==> src/rtl/rgb_pkg.sv <==
// Shared constants and types for the RGBW serial LED path; both the
// transmitter and the receiver take their default timing from here.
package rgb_pkg;

   localparam int DEF_WORD_BITS  = 32;
   // Pulse timing in clocks at 96 MHz: 0.3 us / 0.6 us / 1.25 us / 50 us.
   localparam int DEF_T0H_CLKS   = 29;
   localparam int DEF_T1H_CLKS   = 58;
   localparam int DEF_TBIT_CLKS  = 120;
   localparam int DEF_RESET_CLKS = 4800;

   typedef enum logic [1:0] {
      ST_IDLE  = 2'd0,
      ST_BIT   = 2'd1,
      ST_RESET = 2'd2
   } tx_state_t;

endpackage

==> src/rtl/rgb_sbit_pulse.sv <==
// Bit-phase counter for one pulse-width-coded LED bit: high for T1H or T0H
// clocks depending on the bit value, bit period TBIT clocks.
module rgb_sbit_pulse
   import rgb_pkg::*;
#(
   parameter int T0H_CLKS  = DEF_T0H_CLKS,
   parameter int T1H_CLKS  = DEF_T1H_CLKS,
   parameter int TBIT_CLKS = DEF_TBIT_CLKS
) (
   input  logic clk,
   input  logic rst,
   input  logic i_start,
   input  logic i_bit_value,
   output logic o_pulse,
   output logic o_bit_end
);

   localparam int PW = $clog2(TBIT_CLKS);

   logic [PW-1:0] r_phase;
   logic          r_active;
   logic [PW-1:0] w_high;

   // NOTE: combinational blocks assign every output on every path, so no latch is inferred.
   always_comb begin
      w_high = PW'(T0H_CLKS);
      if (i_bit_value) w_high = PW'(T1H_CLKS);
   end

   assign o_pulse   = r_active && (r_phase < w_high);
   assign o_bit_end = r_active && (r_phase == PW'(TBIT_CLKS - 1));

   // A start on the last phase chains straight into the next bit with no gap.
   // NOTE: state registers use non-blocking assignments so every flop samples pre-edge values.
   always_ff @(posedge clk or negedge rst) begin
      if (!rst) begin
         r_active <= 1'b0;
         r_phase  <= '0;
      end else if (i_start) begin
         r_active <= 1'b1;
         r_phase  <= '0;
      end else if (r_active) begin
         if (r_phase == PW'(TBIT_CLKS - 1)) r_active <= 1'b0;
         else                               r_phase  <= r_phase + 1'b1;
      end
   end

endmodule

==> src/rtl/rgb_wrd2sbit.sv <==
// WS281x/SK6812-style serial transmitter: one-word holding buffer, MSB-first
// pulse-width coding, and an on-request stream-reset (latch) low period.
module rgb_wrd2sbit
   import rgb_pkg::*;
#(
   parameter int WORD_BITS  = DEF_WORD_BITS,
   parameter int T0H_CLKS   = DEF_T0H_CLKS,
   parameter int T1H_CLKS   = DEF_T1H_CLKS,
   parameter int TBIT_CLKS  = DEF_TBIT_CLKS,
   parameter int RESET_CLKS = DEF_RESET_CLKS
) (
   input  logic                 clk,
   input  logic                 rst,
   input  logic [WORD_BITS-1:0] in_word,
   input  logic                 in_strobe,
   output logic                 in_ready,
   input  logic                 in_latch,
   output logic                 sout,
   output logic                 busy,
   output logic                 latch_done
);

   // T0H_CLKS < T1H_CLKS < TBIT_CLKS is assumed throughout.
   localparam int IW = (WORD_BITS  > 1) ? $clog2(WORD_BITS)  : 1;
   localparam int RW = (RESET_CLKS > 1) ? $clog2(RESET_CLKS) : 1;

   tx_state_t            r_state;
   logic [WORD_BITS-1:0] r_buf;
   logic [WORD_BITS-1:0] r_shift;
   logic                 r_buf_valid;
   logic                 r_latch_pend;
   logic                 r_sout;
   logic [IW-1:0]        r_idx;
   logic [RW-1:0]        r_rst_cnt;

   logic w_accept;
   logic w_last_bit;
   logic w_bit_end;
   logic w_pulse;
   logic w_load;
   logic w_start;
   logic w_reset_end;

   assign w_accept    = in_strobe && !r_buf_valid;
   assign w_last_bit  = (r_idx == IW'(WORD_BITS - 1));
   assign w_reset_end = (r_state == ST_RESET) && (r_rst_cnt == RW'(RESET_CLKS - 1));
   assign w_load      = r_buf_valid &&
                        ((r_state == ST_IDLE) || ((r_state == ST_BIT) && w_bit_end && w_last_bit));
   assign w_start     = w_load || ((r_state == ST_BIT) && w_bit_end && !w_last_bit);

   assign in_ready   = !r_buf_valid;
   assign sout       = r_sout;
   assign busy       = (r_state != ST_IDLE) || r_buf_valid || r_latch_pend;
   assign latch_done = w_reset_end;

   rgb_sbit_pulse #(
      .T0H_CLKS  (T0H_CLKS),
      .T1H_CLKS  (T1H_CLKS),
      .TBIT_CLKS (TBIT_CLKS)
   ) u_pulse (
      .clk         (clk),
      .rst         (rst),
      .i_start     (w_start),
      .i_bit_value (r_shift[WORD_BITS-1]),
      .o_pulse     (w_pulse),
      .o_bit_end   (w_bit_end)
   );

   // NOTE: pure datapath flops carry no reset; the valid flag and FSM state decide when they matter.
   always_ff @(posedge clk) begin
      if (w_accept) r_buf <= in_word;
      if (w_load)
         r_shift <= r_buf;
      else if ((r_state == ST_BIT) && w_bit_end)
         r_shift <= r_shift << 1;
   end

   always_ff @(posedge clk or negedge rst) begin
      if (!rst) begin
         r_state      <= ST_IDLE;
         r_buf_valid  <= 1'b0;
         r_latch_pend <= 1'b0;
         r_idx        <= '0;
         r_rst_cnt    <= '0;
         r_sout       <= 1'b0;
      end else begin
         // Registering the pulse keeps sout free of any input-to-output path.
         r_sout <= (r_state == ST_BIT) && w_pulse;

         if (w_accept)    r_buf_valid <= 1'b1;
         else if (w_load) r_buf_valid <= 1'b0;

         // A latch request arriving during RESET is dropped, not queued.
         if (w_reset_end)
            r_latch_pend <= 1'b0;
         else if (in_latch && (r_state != ST_RESET))
            r_latch_pend <= 1'b1;

         unique case (r_state)
            ST_IDLE: begin
               if (r_buf_valid) begin
                  r_state <= ST_BIT;
                  r_idx   <= '0;
               end else if (r_latch_pend) begin
                  r_state   <= ST_RESET;
                  r_rst_cnt <= '0;
               end
            end
            ST_BIT: begin
               if (w_bit_end) begin
                  if (!w_last_bit) begin
                     r_idx <= r_idx + 1'b1;
                  end else if (r_buf_valid) begin
                     r_idx <= '0;
                  end else if (r_latch_pend) begin
                     r_state   <= ST_RESET;
                     r_rst_cnt <= '0;
                  end else begin
                     r_state <= ST_IDLE;
                  end
               end
            end
            ST_RESET: begin
               if (w_reset_end) r_state   <= ST_IDLE;
               else             r_rst_cnt <= r_rst_cnt + 1'b1;
            end
            default: r_state <= ST_IDLE;
         endcase
      end
   end

endmodule

==> config.mk <==
export PLATFORM = sky130hd
export DESIGN_NAME = rgb_wrd2sbit
export DESIGN_NICKNAME = d
export VERILOG_FILES = /design/src/rtl/rgb_pkg.sv /design/src/rtl/rgb_sbit_pulse.sv /design/src/rtl/rgb_wrd2sbit.sv
export SDC_FILE = /design/constraint.sdc
export NUM_CORES = 1
export LEC_CHECK = 0
export ABC_CLOCK_PERIOD_IN_PS = 8200
export CAP_MARGIN = 20
export CORE_ASPECT_RATIO = 0.5
export CORE_MARGIN = 2
export CORE_UTILIZATION = 49
export CTS_CLUSTER_DIAMETER = 200
export CTS_CLUSTER_SIZE = 20
export DETAILED_ROUTE_END_ITERATION = 7
export PLACE_DENSITY = 0.7
export SETUP_SLACK_MARGIN = 0.05
export SLEW_MARGIN = 20
export SYNTH_ARGS = -nofsm -noshare
export SYNTH_HDL_FRONTEND = slang
export SYNTH_SLANG_ARGS = --single-unit
export TNS_END_PERCENT = 20
==> constraint.sdc <==
create_clock -name clk -period 8.2 [get_ports clk]
set_clock_uncertainty 0.15 [all_clocks]
set_input_delay 1.23 -clock clk [delete_from_list [all_inputs] [get_ports clk]]
set_output_delay 1.23 -clock clk [all_outputs]
set_load 0.01 [all_outputs]
# Yosys cells after proc, flatten, opt, wreduce, memory -nomap -nowiden
# Index checks and enable logic that the tools add are counted.
# classes
n_mux,31
reduce_logical,28
eq_ne,13
order_cmp,1
n_addsub,3
# op_table
cell,n
$mux 13,5
$mux 32,2
$pmux 13 s3,1
$mux 7,3
$mux 5,3
$mux 2,7
$add 13x1->13 const B,1
$eq 13x13->1 const B,1
$ne 2x2->1 const B,6
$reduce_bool 2->1,6
$logic_and 1x1->1,10
$pmux 5 s2,1
$add 7x1->7 const B,1
$eq 7x7->1 const B,1
$lt 7x6->1,1
$mux 1,7
$mux 6,1
$pmux 2 s3,1
$add 5x1->5 const B,1
$eq 5x5->1 const B,1
$reduce_and 5->1,1
$logic_or 1x1->1,4
$reduce_and 2->1,2
$reduce_and 4->1,1
other kinds (7),8
# word_totals
regBits,95
input_bits,36
wordCells,86

# Longest topological paths before layout
# logic_depth
word_depth,9
depth_mapped,7

# Cells and area by module
# A second synthesis with hierarchy kept.
# unflattened
cells_unflattened,294
hier_area_um2,4159.0
# by_module_without_submodules
module,cells_each,n_inst,area_per_inst_um2
rgb_wrd2sbit,238,1,3638.5
rgb_sbit_pulse,56,1,520.5

# Worst setup path before layout
# No wires, ideal clock.
# synth_path
kind,input-to-reg
startpoint,input in_strobe
endpoint,"register r_buf[0], enable pin"
cell_stages,1
n_path_buf,0
setup_slack_ns,4.948
t_required_ns,7.625
setup_time_ns,0.425
arrival_time_ns,2.678
cell_sequence,nor2b_1
# synth_via
elab_chain_len,1
# synth_rtl
item,line_no,source
from (decl),rgb_wrd2sbit.sv:15,"input logic in_strobe,"
$logic_and 1x1->1,rgb_wrd2sbit.sv:44,assign w_accept = in_strobe && !r_buf_valid;
to (signal assigned),rgb_wrd2sbit.sv:71,if (w_accept) r_buf <= in_word;
to (decl),rgb_wrd2sbit.sv:28,logic [WORD_BITS-1:0] r_buf;
# No other way between the ends.
# A chain may end at the register's enable or synchronous reset.

# Final worst setup path
# layout_path
startpoint,register r_rst_cnt[0]
endpoint,output latch_done
# layout_via
elab_chain_len,2
# layout_rtl
item,line_no,source
from (decl),rgb_wrd2sbit.sv:34,logic [RW-1:0] r_rst_cnt;
from (signal assigned),rgb_wrd2sbit.sv:125,else r_rst_cnt <= r_rst_cnt + 1'b1;
$eq 13x13->1,rgb_wrd2sbit.sv:46,assign w_reset_end = (r_state == ST_RESET) && (r_rst_cnt == RW'(RESET_CLKS - 1));
$logic_and 1x1->1,rgb_wrd2sbit.sv:46,
to (decl),rgb_wrd2sbit.sv:20,output logic latch_done
# No other way between the ends.

==> out/qor.yml <==
status: "finished, final reports clean"
route.layer.met1.wl_um: 3170
grt_pass1_vias: 2320
gp_congestion: 0.789
drive_above_1_share_pct: 14.7
maxSlewViolCount: 0
cp_slowest_cell: "nor3_1"
numCtsBuffers: 9
max_slew_margin_pct: 31.1
worstSetupStartpointType: "flop"
ios: 40
pre_cts_ws_ps: 4560
wl_um: 6670
syn_area_um2: 4040
cpPeakStageDelay_ps: 610
ys_warn_count: 0
p_int_uw: 826
layout_setup_ws_ps: 4190
grt_antenna_before_repair: 0
grt_overflow_total: 0
hold_viol: 0
min_path_type: "reg2reg"
crit_required_ps: 6820
synth.avg_cell_area_um2: 14.4
clock_path_buffers: 2
drt_pre_antenna_iters: 4
layout_common_cells: "edfxtp_1, clkdlybuf4s50_1, dfrtp_1"
fmax_ghz: 0.250
p_seq_share_pct: 52.6
ys_seq_elements: 95
die_area_um2: 9020
die_w_um: 132
grt_usage_pct: 16.3
crit_fanout: 7
root_buffer: "clkbuf_16"
grt_pass1_wl_um: 11200
drc_errors: 0
fill_cells: 634
finalSetupViolCount: 0
postRouteAntennaNets: 0
cts_hold_buf: 0
die_height_um: 68.2
final_common_cell: "edfxtp_1"
clock_latency_ps: 340
cts.sinks: 95
dr_wl_met2_um: 3120
post_cts_buffers: 0
vias_per_cell: 5.33
portBuffers: 39
crit_type: "reg2out"
synth_ff_type: "edfxtp_1"
ys_seq_area_share_pct: 66.9
wl_met3_um: 267
max-cap-violations: 0
fin_tns_setup_ps: 0
synth-async-reset-ratio_pct: 32.6
avgRoutedWirePerCell_um: 15.2
fin_nets: 365
hpwl_um: 4210
synth_edf_count: 64
crit_arrival_ps: 2630
via_count: 2340
cts_tree: "built"
switching_power_uw: 252
worst_setup_path_end_kind: "primary output"
grt_max_degree: 36
sw_frac_of_total_pct: 23.4
tightestPinTransition_ps: 1030
combPwrFrac_pct: 9.5
cts.repair.resized: 0
clkTransAtPathRegs_ps: 60
drt_first_iter_violations: 198
p_clk_share_pct: 37.9
rsz0062_at_grt: "no"
p_per_area_nw_per_um2: 223
postSynthCellCount: 280
num_rows: 23
core_area_um2: 8000
p_leak_nw: 1.73
peakVddDrop_uv: 115
start_util_pct: 50.4
ctsHtreeMaxLevel: 3
n_antenna_cell: 0
syn2layout_area_growth_pct: 19.6
synth_cell_types: 48
crit_path_cell_trace: "ha_1 > nand3_1 > nor3_1 > and3_1 > clkdlybuf4s50_1"
fin_crit_sh_pct: 48.9
synth_nets: 323
highest_layer: "met4"
fin_crit_ps: 4010
-- flip-flops by register name (all words and copies together), names as in the netlist --
name	count
r_buf	32
r_buf_valid	1
r_idx	5
r_latch_pend	1
r_rst_cnt	13
r_shift	32
r_state	2
sout	1
u_pulse.r_active	1
u_pulse.r_phase	7
-- cell type report --
class | count | area (um2) | share of cell area (%)
Inverter | 7 | 26.3 | 0.544
Sequential cell | 95 | 2700 | 55.9
Clock inverter | 6 | 60.1 | 1.24
Multi-Input combinational cell | 167 | 1260 | 26.1
Tap cell | 112 | 140 | 2.90
Timing Repair Buffer | 42 | 413 | 8.56
Clock buffer | 10 | 229 | 4.74
-- cells in the mapped netlist (6+ instances only) --
library cell	number	area share [%]
nand2_1	14	1.3
o21ai_0	7	0.87
nor4_1	6	0.93
ha_1	7	2.2
mux2_2	26	7.3
dfrtp_1	31	19
xnor2_1	9	2.0
nand2b_1	7	1.1
edfxtp_1	64	48
nand3_1	9	1.1
a21oi_1	9	1.1
nor2_1	18	1.7
inv_1	7	0.65
-- layer usage --
metal  global-route usage (%)  vias up
met5                        0        -
met1                     20.6     1159
li1                         -     1129
met3                     5.93       12
met4                     6.32        0
met2                     26.4       40
-- final timing paths --
check | startpoint | to | slack (ps) | cells after the start
max in group asynchronous | rst | r_idx[1] | 6470 | 2
worst min register to register | r_idx[3] | r_idx[3] | 370 | 1
min in group asynchronous | rst | r_rst_cnt[12] | 1130 | 2
worst min-delay path | r_idx[3] | r_idx[3] | 370 | 1
worst max-delay path | r_rst_cnt[0] | latch_done | 4190 | 5
worst max register to register | r_idx[0] | r_shift[21] | 5540 | 7
-- through the flow --
step / power, mW / util, % / instances / area, um2 / hold WS [ps]
4_1_cts: 1.09 / 60.3 / 439 / 4830 / 366
3_5_place_dp: 0.680 / 56.7 / 423 / 4540 / 341
3_3_place_gp: 0.673 / 56.7 / 423 / 4540 / 322
5_1_grt: 1.13 / 60.3 / 439 / 4830 / 399
6_report: 1.08 / 60.3 / 439 / 4830 / 370
2_1_floorplan: 0.636 / - / 280 / 4040 / 295
-- worst max-delay path, delay by kind of cell, from the launching register on --
kind	cells	cell delay [ps]
AND/OR/NAND/NOR	3	1140
buffers and inverters	1	550
flip-flops	1	400
adder cells (fa/ha/maj)	1	210
-- cells by family (layout without fill, tap and decap cells) --
| family | count (synthesis) | after routing | share of synthesized area (%) |
|---|---|---|---|
| muxes | 34 | 34 | 9.40 |
| AOI/OAI and AO/OA | 33 | 33 | 5.52 |
| xor gates and xnor gates | 12 | 12 | 2.60 |
| buffers and inverters | 18 | 65 | 2.39 |
| DFF | 95 | 95 | 66.9 |
| and+or+nand+nor | 81 | 81 | 11.1 |
| adders and majority gates | 7 | 7 | 2.17 |
-- power groups by stage --
stage               logic (mW)  registers, mW  clock network, mW
floorplan               0.0656          0.570                  0
global placement        0.0986          0.575                  0
detailed placement       0.104          0.576                  0
CTS                      0.104          0.567              0.418
global route             0.120          0.570              0.438
finish                   0.102          0.567              0.409
Note: power is estimated with default switching activity, not from simulation.
